[config.mk]
export PLATFORM = sky130hd
export DESIGN_NAME = skin_frame_tracker
export DESIGN_NICKNAME = d
export VERILOG_FILES = /design/src/rtl/skin_frame_tracker.sv
export SDC_FILE = /design/constraint.sdc
export NUM_CORES = 1
export LEC_CHECK = 0
export CORE_UTILIZATION = 50
export DETAILED_ROUTE_END_ITERATION = 8
export PLACE_DENSITY_LB_ADDON = 0.2
export SLEW_MARGIN = 30
export SYNTH_ARGS = -nofsm -noshare
export SYNTH_HDL_FRONTEND = slang
export SYNTH_SLANG_ARGS = --single-unit
[constraint.sdc]
create_clock -name iCLK -period 4.1 [get_ports iCLK]
set_input_delay 0.82 -clock iCLK [delete_from_list [all_inputs] [get_ports iCLK]]
set_output_delay 0.82 -clock iCLK [all_outputs]
set_load 0.02 [all_outputs]
[src/rtl/skin_frame_tracker.sv]
// Frame-level sequencer for the skin classification stream: tracks raster position,
// accumulates per-frame class counts and the skin bounding box, and reports one record per frame.
module skin_frame_tracker #(
    parameter int unsigned H_ACTIVE   = 640,
    parameter int unsigned V_ACTIVE   = 480,
    parameter int unsigned MIN_PIXELS = 256,
    parameter int unsigned CW         = 19
) (
    input  logic          iCLK,
    input  logic          iRST,
    input  logic          iFrameStart,
    input  logic          iDVAL,
    input  logic [1:0]    iIsSkin,
    input  logic          iResultAck,
    output logic          oBusy,
    output logic          oResultValid,
    output logic [CW-1:0] oSkinCount,
    output logic [CW-1:0] oGreenCount,
    output logic [9:0]    oXmin,
    output logic [9:0]    oXmax,
    output logic [9:0]    oYmin,
    output logic [9:0]    oYmax,
    output logic          oBoxValid,
    output logic [7:0]    oDropCount
);

    localparam int unsigned XW = 10;

    typedef enum logic [1:0] {IDLE, ACTIVE, RESULT} state_t;

    state_t        state;
    logic [XW-1:0] x, y;
    logic [XW-1:0] xmin, xmax, ymin, ymax;
    logic [CW-1:0] skin_acc, green_acc;

    logic [CW-1:0] skin_nxt, green_nxt;
    logic [XW-1:0] xmin_nxt, xmax_nxt, ymin_nxt, ymax_nxt;
    logic          last_px, box_ok, clr;

    assign oBusy        = (state == ACTIVE);
    assign oResultValid = (state == RESULT);

    // Candidate accumulator/box values if the current pixel is accepted
    always_comb begin
        skin_nxt  = skin_acc + CW'(iIsSkin[1]);
        green_nxt = green_acc + CW'(iIsSkin[0]);
        xmin_nxt  = xmin;
        xmax_nxt  = xmax;
        ymin_nxt  = ymin;
        ymax_nxt  = ymax;
        if (iIsSkin[1]) begin
            if (x < xmin) xmin_nxt = x;
            if (x > xmax) xmax_nxt = x;
            if (y < ymin) ymin_nxt = y;
            if (y > ymax) ymax_nxt = y;
        end
        last_px = (x == XW'(H_ACTIVE - 1)) && (y == XW'(V_ACTIVE - 1));
        box_ok  = (skin_nxt >= CW'(MIN_PIXELS));
        clr     = iFrameStart && ((state == IDLE) || (state == ACTIVE) ||
                                  ((state == RESULT) && iResultAck));
    end

    always_ff @(posedge iCLK) begin
        if (iRST) begin
            state       <= IDLE;
            x           <= '0;
            y           <= '0;
            skin_acc    <= '0;
            green_acc   <= '0;
            xmin        <= '1;
            xmax        <= '0;
            ymin        <= '1;
            ymax        <= '0;
            oSkinCount  <= '0;
            oGreenCount <= '0;
            oXmin       <= '0;
            oXmax       <= '0;
            oYmin       <= '0;
            oYmax       <= '0;
            oBoxValid   <= 1'b0;
            oDropCount  <= '0;
        end else begin
            case (state)
                IDLE: begin
                    if (iFrameStart) state <= ACTIVE;
                end
                ACTIVE: begin
                    if (!iFrameStart && iDVAL) begin
                        skin_acc  <= skin_nxt;
                        green_acc <= green_nxt;
                        xmin      <= xmin_nxt;
                        xmax      <= xmax_nxt;
                        ymin      <= ymin_nxt;
                        ymax      <= ymax_nxt;
                        if (x == XW'(H_ACTIVE - 1)) begin
                            x <= '0;
                            y <= y + XW'(1);
                        end else begin
                            x <= x + XW'(1);
                        end
                        if (last_px) begin
                            state       <= RESULT;
                            oSkinCount  <= skin_nxt;
                            oGreenCount <= green_nxt;
                            oBoxValid   <= box_ok;
                            oXmin       <= box_ok ? xmin_nxt : '0;
                            oXmax       <= box_ok ? xmax_nxt : '0;
                            oYmin       <= box_ok ? ymin_nxt : '0;
                            oYmax       <= box_ok ? ymax_nxt : '0;
                        end
                    end
                end
                RESULT: begin
                    if (iResultAck) begin
                        state <= iFrameStart ? ACTIVE : IDLE;
                    end else if (iFrameStart && (oDropCount != 8'hFF)) begin
                        oDropCount <= oDropCount + 8'd1;
                    end
                end
                default: state <= IDLE;
            endcase

            // Frame (re)start overrides any accumulation on the same cycle
            if (clr) begin
                x         <= '0;
                y         <= '0;
                skin_acc  <= '0;
                green_acc <= '0;
                xmin      <= '1;
                xmax      <= '0;
                ymin      <= '1;
                ymax      <= '0;
            end
        end
    end

endmodule

== Word level (Yosys, flattened, before mapping) ==
Index checks and enable logic that the tools add are counted.

* Register bits after elaboration: 187
* Latch bits: 0
* Bits in writable memories: 0
* Memory bits (read-only): 0
* Input port bits: 7
* Output and inout bits: 89
* Word-level logic and storage cells: 71
* Memories: 0

* Add/subtract/negate cells: 5
* Multipliers: 0
* Div/mod/pow operators: 0
* Order comparisons: 5
* Equal/unequal tests: 9
* Shifts and indexed selects: 0
* Mux-type cells: 19
* Bitwise operators: 1
* Reduce and logical (&&, ||, !) cells: 15

{| class="wikitable"
|+ Operator list
! kind !! count
|-
| 10-bit two-way mux || 13
|-
| 19-bit by 1-bit adder with 19-bit output || 2
|-
| 10-bit by 1-bit adder with 10-bit output (second input constant) || 2
|-
| 10-bit greater-than comparator || 2
|-
| 10-bit < comparator || 2
|-
| 19-bit by 9-bit greater-or-equal comparator with 1-bit output (second input constant) || 1
|-
| 10-bit == test (second input constant) || 1
|-
| 10-bit by 9-bit == test with 1-bit output (second input constant) || 1
|-
| 3-bit AND reduction || 3
|-
| 8-bit by 1-bit adder with 8-bit output (second input constant) || 1
|-
| 2-bit two-way mux || 4
|-
| 8-bit != test (second input constant) || 1
|-
| 2-bit case mux with 3 select lines || 1
|-
| 1-bit logical AND || 5
|-
| 2-bit by 1-bit != test with 1-bit output (second input constant) || 2
|-
| 2-bit != test (second input constant) || 2
|-
| 4-bit AND reduction || 1
|-
| 2-bit by 1-bit == test with 1-bit output (second input constant) || 1
|-
| 2-bit == test (second input constant) || 1
|-
| 2-bit logical NOT || 1
|-
| 1-bit logical OR || 2
|-
| 2-bit AND reduction || 1
|-
| 2-bit OR reduction || 1
|-
| 1-bit logical NOT || 1
|-
| other kinds (2) || 2
|}

== Longest topological paths before layout ==
* Word-level depth: 5
* Mapped depth: 10
* Mapped depth without buffers: 8

== Worst setup path after synthesis ==
OpenSTA, ideal clock, no wires.

* Path kind: input -> register
* Start: input port iIsSkin[1]
* End: register oXmax[0]
* Library setup time: 0.117 ns
* Data arrival time: 3.127 ns
* Data required time: 3.983 ns
* Path slack: 0.856 ns
* Stages: 10
* Path buffers: 2
* Cells stage by stage: ha_1 ha_1 and4_1 clkbuf_1 and4_1 or4_1 a22o_1 o31ai_2 buf_6 o21ai_2

* Word-level cells in the longest chain between the ends: 3
* Elaborated cells between the ends (all ways): 4
* Those cells by class: add/sub (1); order compare (1); mux (2)

{| class="wikitable"
|+ Ends and longest elaborated chain
! element !! line !! source
|-
| from (decl) || 13 || <nowiki>input logic [1:0] iIsSkin,</nowiki>
|-
| 19-bit by 1-bit adder with 19-bit output || 45 || <nowiki>skin_nxt = skin_acc + CW'(iIsSkin[1]);</nowiki>
|-
| 19-bit by 9-bit greater-or-equal comparator with 1-bit output || 58 || <nowiki>box_ok = (skin_nxt >= CW'(MIN_PIXELS));</nowiki>
|-
| 10-bit two-way mux * || 107 || <nowiki>oXmax <= box_ok ? xmax_nxt : '0;</nowiki>
|-
| to (signal assigned) || 107 ||
|-
| to (decl) || 20 || <nowiki>output logic [9:0] oXmax,</nowiki>
|}

Mark *: on every way between the ends. The rest lies on a longest branch, timed or not.
A chain may end at the register's enable or synchronous reset.

== Worst setup path after layout ==
* Start: input port iIsSkin[1]
* End: register oXmin[5]

* Word-level cells in the longest chain between the ends: 3
* Elaborated cells between the ends (all ways): 4
* Those cells by class: add/sub (1); order compare (1); mux (2)

{| class="wikitable"
|+ Ends and longest elaborated chain
! element !! line !! source
|-
| 19-bit by 1-bit adder with 19-bit output || 45 ||
|-
| 19-bit by 9-bit greater-or-equal comparator with 1-bit output || 58 ||
|-
| 10-bit two-way mux * || 106 || <nowiki>oXmin <= box_ok ? xmin_nxt : '0;</nowiki>
|-
| to (signal assigned) || 106 ||
|-
| to (decl) || 19 || <nowiki>output logic [9:0] oXmin,</nowiki>
|}

Marks and branches as above.

==> reports/results.md <==
| Item | Value |
|---|---|
| Run status | finished, final reports clean |
| Layout Nets | 1158 |
| Final-layout fill cell count | 1560 |
| Worst vdd rail ir drop | 0.000311 V |
| Detailed-routed wire length on met2 | 9290 um |
| Die span in x | 137 um |
| Mean area per synthesized cell | 8.71 um^2 |
| Iter 0 DRT Violations | 396 |
| Uppermost signal routing layer after detailed routing | met4 |
| Hold Crit Start | oXmin[8] |
| Length of the first detailed-routing pass in iterations | 5 |
| Worst Tran Pin Value | 911 ps |
| Synth warn | 0 |
| Met3 wire len | 628 um |
| Clock buffer count from CTS | 17 |
| Core Footprint | 17500 um^2 |
| Crit path time final | 3350 ps |
| Element type at the critical path start | input port |
| Overall die height | 137 um |
| Power density over cell area | 345 nW/um^2 |
| Static leakage | 4.01 nW |
| Number of hold buffers added after cts | 0 |
| Initial antenna violation count | 1 |
| Net count after synthesis | 1091 |
| H-tree depth reported by CTS | 4 |
| Post-cts resize count | 0 |
| Launching element of the worst setup path | iIsSkin[1] |
| Cell variety after synth | 54 |
| Cell count after synthesis | 1039 |
| Clock tree root driver cell | clkbuf_16 |
| Path category of the worst min-delay check | flop to flop |
| Hpwl dp | 13500 um |
| Max Clk Rate | 299 MHz |
| Clock skew after layout | 6.01 ps |
| Worst setup slack after placement | 325 ps |
| Async set-or-reset flop fraction in the synthesized netlist | 0% |
| Overall via count from detail_route | 7290 |
| Largest net degree at the start of global routing | 53 |
| Clock tree from TritonCTS | built |
| Initial core utilization | 51.8% |
| Number of antenna diodes | 0 |
| Std-Cell Rows | 48 |
| PortBufs | 95 |
| Worst endpoint data arrival time | 3660 ps |
| All-layer global routing usage | 22.4% |
| Routed length on met1 | 9150 um |
| Kind of critical path | input port to flop |
| DRC violation count after routing | 0 |
| Post-Route Setup TNS | 0 ps |
| RSZ-0062 raised after global routing | no |
| Yosys reg bits | 187 |
| Antenna violation net count after detailed routing | 0 |
| Total congestion overflow after global routing | 0 |
| Most used DFF post-synth | dfxtp_1 |
| Global placer's final weighted congestion | 0.816 |
| Setup Fix Bufs, Post-CTS | 0 |
| Worst-skew pair later-pin latency | 430 ps |
| Maximum root-to-sink buffer count | 2 |
| Clock transition at the registers of the reported paths | 60 ps |
| Detail-routed net length per standard cell | 14.6 um |
| Clk sink count | 187 |
| Sequential element share of the synthesized area | 41.4% |
| Growth of design area from synthesis to finish | 20.0% |
| Vias per cell | 5.43 |
| Fin. Hold Viols | 0 |
| Worst slew margin relative to its limit | 39.2% |
| Synthesized cell area | 9050 um^2 |
| I/O pin count | 96 |
| Overall power of the completed layout | 0.00375 W |
| Post-layout worst setup margin | 750 ps |
| Kind of end point of the critical path | flop |
| Via count of the first global-routing pass | 6833 |
| Data required time at the worst endpoint | 4410 ps |
| Max Slew Vio Count | 0 |
| Wire length of the first global-routing pass | 33100 um |
| Period utilization | 81.7% |
| Share of final-layout standard cells stronger than drive strength 1 | 9.76% |
| Critical R2R Launch | y[1] |
| Maximum fanout along the worst path | 40 |
| Maximum capacitance violations | 0 |
| Final count of negative-setup-slack endpoints | 0 |
| Overall die area | 18600 um^2 |
| Number of synthesized flops with an enable pin | 0 |
| Routed Wire Length | 19700 um |
[metal layers]
layer  up-vias  track usage [%]
met5         -                0
met4         0             10.2
met3        40             3.93
met2       108             36.6
met1      3418             28.8
li1       3724                -
[cells by family (layout without fill, tap and decap cells)]
kind of cell	count (synthesis)	count (layout)	synth area share (%)
flip-flops	187	187	41.4
AND/OR/NAND/NOR	351	351	18.2
XOR/XNOR	79	79	7.65
AO/OA/AOI/OAI	215	215	16.2
multiplexers	45	45	4.98
adder cells (fa/ha/maj)	45	45	6.22
buffers and inverters	117	195	5.31
[sequential cells by signal (all words and copies together) (netlist names)]
| signal | count |
|---|---|
| green_acc | 19 |
| oGreenCount | 19 |
| oSkinCount | 19 |
| skin_acc | 19 |
| oXmax | 10 |
| oXmin | 10 |
| oYmax | 10 |
| oYmin | 10 |
| x | 10 |
| xmax | 10 |
| xmin | 10 |
| y | 10 |
| ymax | 10 |
| ymin | 10 |
| oDropCount | 8 |
| state | 2 |
| oBoxValid | 1 |
[synthesized netlist by cell type, drive strengths merged (2+ instances only)]
cell	n	area, um^2
dfxtp	187	3740
nor2	116	438
nand2	109	409
o21ai	82	557
a211oi	53	403
clkbuf	52	195
xor2	49	429
ha	45	563
inv	45	169
mux2i	45	450
a21oi	42	210
xnor2	30	263
nand3	28	140
nand4	24	150
o211ai	21	158
buf	20	116
or3	15	93.8
and3	9	56.3
and4	9	78.8
nor3	9	45.0
nor2b	6	37.5
and2	5	31.3
nor4	5	43.8
nand2b	4	25.0
or4	4	33.8
a311oi	3	26.3
o31ai	3	27.5
nand4bb	2	22.5
o21a	2	15.0
or2	2	12.5
[worst max-delay path: stages]
cell and delay (ps):
clkdlybuf4s50_1 490, ha_1 270, ha_1 230, and4_1 220
and4_1 250, or4_1 420, a22o_1 280, o31ai_4 230
buf_12 270, o21ai_2 90
[layout by cell type (no fill, tap or decap), types with 15 or more instances in the layout]
cell	count
clkbuf_16	17
nand2_1	109
clkdlybuf4s50_1	94
ha_1	45
xnor2_1	30
nand3_1	28
o21ai_2	40
inv_1	45
o211ai_1	21
dfxtp_1	187
a21oi_1	41
buf_4	23
or3_1	15
xor2_1	49
nor2_1	114
a211oi_1	51
nand4_1	24
mux2i_1	45
o21ai_0	38
[power breakdown]
| group | total (W) | internal [W] | switching (W) |
|---|---|---|---|
| clock | 0.00178 | 0.00109 | 0.000689 |
| combinational | 0.000139 | 0.0000495 | 0.0000897 |
| sequential | 0.00183 | 0.00182 | 0.00000563 |
| total | 0.00375 | 0.00296 | 0.000784 |
[per-stage QoR]
stage          instances  hold slack (ps)  area [um^2]  util, %
2_1_floorplan       1039              440         9050        -
3_3_place_gp        1312              436        10200     58.4
3_5_place_dp        1312              440        10200     58.5
4_1_cts             1342              452        10900     62.1
5_1_grt             1342              471        10900     62.1
6_report            1342              447        10900     62.1
[path summary, 6_finish.rpt]
kind	end	slack [ps]	depth (start not counted)
min reg2reg	oXmin[8]	450	2
max	oXmin[5]	750	10
min	oXmin[8]	450	2
max reg2reg	oXmin[5]	1250	8
[cell type report]
| class | instances | area [um^2] | area share (%) |
|---|---|---|---|
| clock buffer | 18 | 439 | 4.05 |
| clock inverter | 12 | 198 | 1.82 |
| inverter | 45 | 169 | 1.56 |
| multi-input combinational | 735 | 4870 | 44.8 |
| sequential | 187 | 3740 | 34.5 |
| tap | 225 | 282 | 2.59 |
| timing repair buffer | 120 | 1160 | 10.7 |
No activity file was read; power rests on OpenSTA's default activity.
